**config.mk**
```make
export PLATFORM = sky130hd
export DESIGN_NAME = banked_register_unit
export DESIGN_NICKNAME = d
export VERILOG_FILES = /design/src/rtl/cpu_regs_pkg.sv /design/src/rtl/stack_pointer_ctrl.sv /design/src/rtl/banked_register_unit.sv
export SDC_FILE = /design/constraint.sdc
export NUM_CORES = 1
export LEC_CHECK = 0
export CORE_MARGIN = 2
export CORE_UTILIZATION = 64
export CTS_CLUSTER_DIAMETER = 100
export DETAILED_ROUTE_END_ITERATION = 8
export PLACE_DENSITY_LB_ADDON = 0.2
export SLEW_MARGIN = 20
export SYNTH_ARGS = -nofsm -noshare
export SYNTH_HDL_FRONTEND = slang
export SYNTH_SLANG_ARGS = --single-unit
```
**constraint.sdc**
```tcl
create_clock -name clk -period 8.8 [get_ports clk]
set_input_delay 0.88 -clock clk [delete_from_list [all_inputs] [get_ports clk]]
set_output_delay 0.88 -clock clk [all_outputs]
set_load 0.01 [all_outputs]
```
**src/rtl/cpu_regs_pkg.sv**
```systemverilog
// Shared encodings for the banked register unit: register index offsets,
// stack-pointer operations and segment selectors.
package cpu_regs_pkg;

   // Special register indices are offsets above NUM_GPR; IDX_NONE is absolute.
   localparam int IDX_NONE = 0;
   localparam int IDX_SP   = 1;
   localparam int IDX_SB   = 2;
   localparam int IDX_CS   = 3;
   localparam int IDX_DS   = 4;
   localparam int IDX_SS   = 5;
   localparam int IDX_ES   = 6;
   localparam int NUM_SEG  = 4;

   typedef enum logic [1:0] {
      SP_NONE = 2'b00,
      SP_PUSH = 2'b01,
      SP_POP  = 2'b10,
      SP_RSVD = 2'b11
   } sp_op_e;

   typedef enum logic [2:0] {
      SEG_NONE = 3'd0,
      SEG_CS   = 3'd1,
      SEG_DS   = 3'd2,
      SEG_SS   = 3'd3,
      SEG_ES   = 3'd4
   } seg_sel_e;

endpackage

```
**src/rtl/stack_pointer_ctrl.sv**
```systemverilog
// Stack pointer and stack base with guarded push/pop and sticky error flags.
module stack_pointer_ctrl
   import cpu_regs_pkg::*;
#(
   parameter int               WIDTH     = 16,
   parameter logic [WIDTH-1:0] STACK_TOP = '1
) (
   input  logic             clk,
   input  logic             r,
   input  logic [1:0]       sp_op,
   input  logic             sp_wr,
   input  logic             sb_wr,
   input  logic [WIDTH-1:0] wdata,
   output logic [WIDTH-1:0] sp,
   output logic [WIDTH-1:0] sb,
   output logic             ovf,
   output logic             unf
);

   always_ff @(posedge clk) begin
      if (r) begin
         sp  <= STACK_TOP;
         sb  <= STACK_TOP;
         ovf <= 1'b0;
         unf <= 1'b0;
      end else if (sp_wr) begin
         // An explicit SP load wins over push/pop and restarts error tracking.
         sp  <= wdata;
         ovf <= 1'b0;
         unf <= 1'b0;
      end else begin
         if (sb_wr) begin
            sb  <= wdata;
            unf <= 1'b0;
         end
         // Guards compare against pre-edge SP/SB; a same-cycle underflow beats the SB clear.
         case (sp_op_e'(sp_op))
            SP_PUSH: begin
               if (sp == '0) ovf <= 1'b1;
               else          sp  <= sp - 1'b1;
            end
            SP_POP: begin
               if (sp == sb) unf <= 1'b1;
               else          sp  <= sp + 1'b1;
            end
            default: ;
         endcase
      end
   end

endmodule

```
**src/rtl/banked_register_unit.sv**
```systemverilog
// Banked GPR file with SP/SB/segment registers, one bus read port,
// two ALU read ports and a bank swap for fast context switching.
module banked_register_unit
   import cpu_regs_pkg::*;
#(
   parameter int               WIDTH     = 16,
   parameter int               NUM_GPR   = 5,
   parameter int               NUM_BANKS = 2,
   parameter logic [WIDTH-1:0] STACK_TOP = '1,
   parameter int               SEL_W     = $clog2(NUM_GPR + 7),
   parameter int               BANK_W    = (NUM_BANKS > 1) ? $clog2(NUM_BANKS) : 1
) (
   input  logic              clk,
   input  logic              r,
   input  logic [WIDTH-1:0]  bus_in,
   output logic [WIDTH-1:0]  bus_out,
   output logic              bus_drive,
   input  logic [SEL_W-1:0]  wsel,
   input  logic [SEL_W-1:0]  rsel,
   input  logic [SEL_W-1:0]  ra_sel,
   input  logic [SEL_W-1:0]  rb_sel,
   output logic [WIDTH-1:0]  ra_data,
   output logic [WIDTH-1:0]  rb_data,
   input  logic [1:0]        sp_op,
   output logic [WIDTH-1:0]  sp_out,
   input  logic [2:0]        seg_sel,
   output logic [WIDTH-1:0]  seg_out,
   input  logic              bank_swap,
   output logic [BANK_W-1:0] bank,
   output logic              stack_ovf,
   output logic              stack_unf
);

   localparam int NUM_VIEW = NUM_GPR + IDX_ES + 1;
   localparam int GPR_IW   = (NUM_GPR > 1) ? $clog2(NUM_GPR) : 1;

   logic [WIDTH-1:0]  gpr [NUM_BANKS][NUM_GPR];
   logic [WIDTH-1:0]  seg [NUM_SEG];
   logic [WIDTH-1:0]  sp;
   logic [WIDTH-1:0]  sb;
   logic [WIDTH-1:0]  view [NUM_VIEW];
   logic [31:0]       wsel_x;
   logic [GPR_IW-1:0] gpr_idx;
   logic [1:0]        seg_idx;
   logic              gpr_wr;
   logic              seg_wr;
   logic              sp_wr;
   logic              sb_wr;

   function automatic logic sel_valid(input logic [SEL_W-1:0] sel);
      return (32'(sel) != IDX_NONE) && (32'(sel) < NUM_VIEW);
   endfunction

   assign wsel_x  = 32'(wsel);
   assign gpr_wr  = (wsel_x >= 1) && (wsel_x <= NUM_GPR);
   assign seg_wr  = (wsel_x >= NUM_GPR + IDX_CS) && (wsel_x <= NUM_GPR + IDX_ES);
   assign sp_wr   = (wsel_x == NUM_GPR + IDX_SP);
   assign sb_wr   = (wsel_x == NUM_GPR + IDX_SB);
   assign gpr_idx = GPR_IW'(wsel_x - 1);
   assign seg_idx = 2'(wsel_x - (NUM_GPR + IDX_CS));

   stack_pointer_ctrl #(
      .WIDTH     (WIDTH),
      .STACK_TOP (STACK_TOP)
   ) u_sp (
      .clk   (clk),
      .r     (r),
      .sp_op (sp_op),
      .sp_wr (sp_wr),
      .sb_wr (sb_wr),
      .wdata (bus_in),
      .sp    (sp),
      .sb    (sb),
      .ovf   (stack_ovf),
      .unf   (stack_unf)
   );

   // GPR writes target the bank that is active before any same-cycle swap.
   always_ff @(posedge clk) begin
      if (r) begin
         for (int b = 0; b < NUM_BANKS; b++)
            for (int g = 0; g < NUM_GPR; g++)
               gpr[b][g] <= '0;
         for (int s = 0; s < NUM_SEG; s++)
            seg[s] <= '0;
         bank <= '0;
      end else begin
         if (gpr_wr) gpr[bank][gpr_idx] <= bus_in;
         if (seg_wr) seg[seg_idx] <= bus_in;
         if (bank_swap && (NUM_BANKS > 1)) begin
            if (bank == BANK_W'(NUM_BANKS - 1)) bank <= '0;
            else                                 bank <= bank + 1'b1;
         end
      end
   end

   // Flat index-ordered view of the active bank plus special registers.
   always_comb begin
      for (int i = 0; i < NUM_VIEW; i++)
         view[i] = '0;
      for (int g = 0; g < NUM_GPR; g++)
         view[g + 1] = gpr[bank][g];
      view[NUM_GPR + IDX_SP] = sp;
      view[NUM_GPR + IDX_SB] = sb;
      for (int s = 0; s < NUM_SEG; s++)
         view[NUM_GPR + IDX_CS + s] = seg[s];
   end

   always_comb begin
      bus_drive = sel_valid(rsel);
      bus_out   = sel_valid(rsel)   ? view[rsel]   : '0;
      ra_data   = sel_valid(ra_sel) ? view[ra_sel] : '0;
      rb_data   = sel_valid(rb_sel) ? view[rb_sel] : '0;
      sp_out    = sp;
   end

   always_comb begin
      seg_out = '0;
      case (seg_sel_e'(seg_sel))
         SEG_CS:  seg_out = seg[0];
         SEG_DS:  seg_out = seg[1];
         SEG_SS:  seg_out = seg[2];
         SEG_ES:  seg_out = seg[3];
         default: seg_out = '0;
      endcase
   end

endmodule
```
# [Word-level counts from Yosys, hierarchy flattened]
# Memories as Yosys holds them, arrays and structs flattened. A register that Yosys moved wholly into a read port is not among the register bits.
# Index checks and enable logic that the tools add are counted.
[totals] elab_cells=96 memories=2 ram_bits=224 reg_bits=35 inputBits=40
[op_classes] n_lt_le_gt_ge=12 addsub=5 n_eq_ne=11 mux=39 bitwise=5 reduce_logical=17
[mem_list] memory="gpr" words=2 width=80 read_ports=1 rd_clocked_by_memory_dff=1 write_ports=2 line_no="banked_register_unit.sv:37" rtl="logic [WIDTH-1:0] gpr [NUM_BANKS][NUM_GPR];"
[mem_list] memory="seg" words=4 width=16 read_ports=4 rd_clocked_by_memory_dff=0 write_ports=4 line_no="banked_register_unit.sv:38" rtl="logic [WIDTH-1:0] seg [NUM_SEG];"
[ops] cell="$mux W80" count=3
[ops] cell="$mux W16" count=14
[ops] cell="$bmux W16 S4" count=3
[ops] cell="$reduce_or A80 Y1" count=1
[ops] cell="$pmux W16 S4" count=1
[ops] cell="$demux W16 S3" count=1
[ops] cell="$pmux W16 S2" count=1
[ops] cell="$add A16 B1 Y16 const B" count=1
[ops] cell="$eq A16 B16 Y1" count=1
[ops] cell="$logic_not A16 Y1" count=1
[ops] cell="$reduce_or A16 Y1" count=1
[ops] cell="$sub A16 B1 Y16 const B" count=1
[ops] cell="$ge A5 B5 Y1 const B" count=3
[ops] cell="$mux W1" count=15
[ops] cell="$not A4 Y5" count=3
[ops] cell="$lt A4 B4 Y1 const B" count=3
[ops] cell="$reduce_bool A4 Y1" count=3
[ops] cell="$eq A4 B3 Y1 const B" count=2
[ops] cell="$ge A4 B4 Y1 const B" count=2
[ops] cell="$eq A3 B2 Y1 const B" count=2
[ops] cell="$logic_and A1 B1 Y1" count=6
[ops] cell="$ne A3 B3 Y1 const B" count=2
[ops] cell="$ge A4 B1 Y1 const B" count=1
[ops] cell="$le A4 B3 Y1 const B" count=1
[ops] cell="16 further kinds" count=17

# [Depth between registers and ports, before layout]
[logic_depth] depth_word=9 ltp_mapped=10 mapped_depth_nobuf=9

# [By module]
# A second synthesis with hierarchy kept.
[hier_totals] hier_cells=1368 area_unflattened_um2=16691.0
[by_module_without_submodules] module="banked_register_unit" cells_each=1102 area_each_um2=14376.3 n_inst=1 seq_area_each_um2=6766.5
[by_module_without_submodules] module="stack_pointer_ctrl" cells_each=266 area_each_um2=2314.7 n_inst=1 seq_area_each_um2=680.7

# [Worst setup path after synthesis]
# Ideal clock, no wire load.
[synth_timing] path_kind="input to register" startpoint="input wsel[0]" endpoint="memory gpr[1][48] in the netlist's numbering, enable pin" t_required_ns=8.401 arrival_time_ns=3.227 setup_time_ns=0.399 path_stages=8 path_buffers=2 slack_ns=5.174 path_cell_list="clkbuf_1 inv_1 ha_1 clkbuf_1 a31oi_1 nor3_4 a21oi_1 a31oi_1"
[synth_rtl] element="start, declared" line_no="banked_register_unit.sv:18" rtl="input logic [SEL_W-1:0] wsel,"
[synth_rtl] element="end, declared" line_no="banked_register_unit.sv:37"

==> out/summary.txt <==
Outcome - finished, final reports clean
TritonRoute pass-1 iters - 7
CTS Root Cell - clkbuf_16
Fin crit share - 0.563
Post-synth top area share - 0.417
Number of DRC markers in iteration 0 - 1745
Post-synthesis mux area share - 0.229
Synth Area in Simple Gates - 0.130
Gr ovfl total - 0
Starting Density - 0.646
Primary FF master, synth - edfxtp_1
Max Transition Viols Final - 0
Area after DPL - 0.0174 mm²
Nets - 1491
Core box area - 0.0250 mm²
Largest net degree at the start of global routing - 55
Mapped Area - 0.0161 mm²
Post-layout minimum cycle time - 4950 ps
Worst relative slew slack - 0.276
FFs w/ async S/R, synth - 0
Max clock buf depth - 3
Peak Freq - 202 MHz
CTS tree - built
Drt total wl - 55.2 mm
Drt wl/cell - 30.9 µm
Syn nets - 1449
Number of flops mapped to enable cells by yosys - 224
Clk sinks - 260
Vias - 12800
R2R depth - 8
Hold-fix buffers, CTS - 0
Cts repair resizes - 0
IO buf count - 123
Mapped Cells - 1390
Worst-Margin Slew - 1080 ps
I/O pins - 124
Share of layout cells above drive strength 1 - 0.164
Post-DP HPWL - 38.2 mm
Main combinational cell family by area after synthesis - multiplexers
CTS clk-pin slew, worst paths - 70 ps
Row count - 58
Adder-Cell Fraction of Synth Area - 0.0152
Synthesis-to-layout area growth - 13.0%
Initial antenna violation count - 8
Synth area leaders - edfxtp_1 (42%), mux4_2 (13%), mux2i_1 (6.1%)
CP required - 7920 ps
Via density - 7.17
Residual DRC count - 0
Post-CTS setup buffer count - 0
Unrepaired setup endpoints after global routing - no
Detail Route Antenna Nets - 0
Power per Cell Area - 188 mW/mm²
Clock skew - 7.69 ps
Worst-path fanout max - 54
Synthesis warning total - 0
Commonest cells post-synth - edfxtp_1 (224), and2_1 (131), clkbuf_1 (101)
Placed cell count - 1733
Syn avg cell area - 11.6 µm²
Clk_lat worst skew - 560 ps
Post-Route Setup TNS - 0 ps
Finished Cell Area - 0.0182 mm²
Die Outline Area - 0.0265 mm²
Synth cell types - 60
Number of max-cap violations - 0
Crit Path Class - reg -> out
Htree depth - 1
Crit. End Element - output pin
Final Non-Filler Cells - 1785
Synth area leader - edfxtp_1
Peak VDD IR - 0.168 mV
Pwr Total - 3.43 mW
Num CTS Buffers - 27
Top-count cell post-synth - edfxtp_1
Placer congestion estimate - 1.06
Die Width - 163 µm
LEAKAGE - 6.56 nW
Die height - 163 µm
First-pass GRT wire length - 79.4 mm
Hold Path Depth - 1
Worst Path Arrival - 4070 ps
CP startpoint kind - flip-flop
Gr usage total - 0.419
Worst Hold Class - reg -> reg
Post-synthesis xor/xnor area fraction - 0.0157
Vias in the first global route - 12200
Synth Area in Compound Gates - 0.111
Sequential area share after synthesis - 0.462
Final hold vios - 0
Synth Register Bits - 260
Setup violations, final - 0
-- routing by layer --
metal / GRT usage / vias up / routed length (µm)
li1: - / 5330 / -
met1: 0.544 / 6274 / 18900
met2: 0.660 / 1001 / 25500
met3: 0.113 / 190 / 7490
met4: 0.203 / 6 / 3250
met5: 0 / - / 37
-- registers in the layout, summed over array words and instances (netlist names), named ones only --
name / cells
u_sp.sp: 16
u_sp.ovf: 1
u_sp.sb: 16
gpr: 160
seg: 64
bank: 1
u_sp.unf: 1
-- final timing paths --
kind                 endpoint  slack, ps       start
hold / removal       u_sp.ovf        490    u_sp.ovf
hold reg to reg      u_sp.ovf        490    u_sp.ovf
setup reg to reg  u_sp.sp[12]       6070  u_sp.sp[4]
setup / recovery   ra_data[6]       3850   flip-flop
-- critical path, stage by stage (launching register included) --
cell	delay, ps
dfxtp_4	610
buf_4	740
mux2i_1	440
mux2i_1	140
a22oi_1	190
nor2_1	90
a21oi_1	410
o21ai_0	290
clkdlybuf4s50_1	560
-- per-stage QoR --
step	util	setup WS, ps	hold slack [ps]
detailed placement	0.696	3700	454
floorplan	-	5170	488
CTS	0.729	3650	482
finish	0.730	3850	486
global placement	0.696	3920	464
global route	0.730	3720	522
-- placed cells by master, fill, tap and decap left out, types with 4 or more instances in the layout --
cell and count:
a211o_1 17, a21o_1 8, a21oi_1 74, a22oi_1 59
a31oi_1 6, and2_1 131, and3_1 5, buf_2 8
buf_4 19, clkbuf_1 8, clkbuf_16 27, clkdlybuf4s50_1 115
clkinv_2 6, dfxtp_1 35, edfxtp_1 224, ha_1 18
inv_1 22, mux2_2 49, mux2i_1 98, mux4_2 96
nand2_1 88, nand2b_1 6, nand3_1 4, nand3b_1 5
nand4_1 7, nor2_1 96, nor2b_1 19, nor2b_2 6
nor3_1 19, nor4_1 4, o211ai_1 5, o21ai_0 70
o22ai_1 16, or2_2 7, xnor2_1 19, xor2_1 8
-- layout make-up --
class | count | area, µm²
Inverter | 22 | 82.6
Multi-Input combinational cell | 979 | 8130
Antenna cell | 2 | 5.00
Clock inverter | 12 | 77.6
Sequential cell | 260 | 7450
Clock buffer | 38 | 734
Timing Repair Buffer | 142 | 1330
Fill cell | 1722 | 6740
Tap cell | 330 | 413
-- cells by family (layout without fill, tap and decap cells) --
logic type | Yosys count | after routing
other | 0 | 2
AND/OR/NAND/NOR | 407 | 407
multiplexers | 243 | 243
adder cells (fa/ha/maj) | 19 | 19
flip-flops | 260 | 260
buffers and inverters | 151 | 214
XOR/XNOR | 28 | 28
AO/OA/AOI/OAI | 282 | 282
-- where the power goes --
part	switching, mW	internal [mW]
Clock	0.489	0.586
Combinational	0.479	0.366
Sequential	0.0878	1.42
Power figures use the tool's default switching activity.
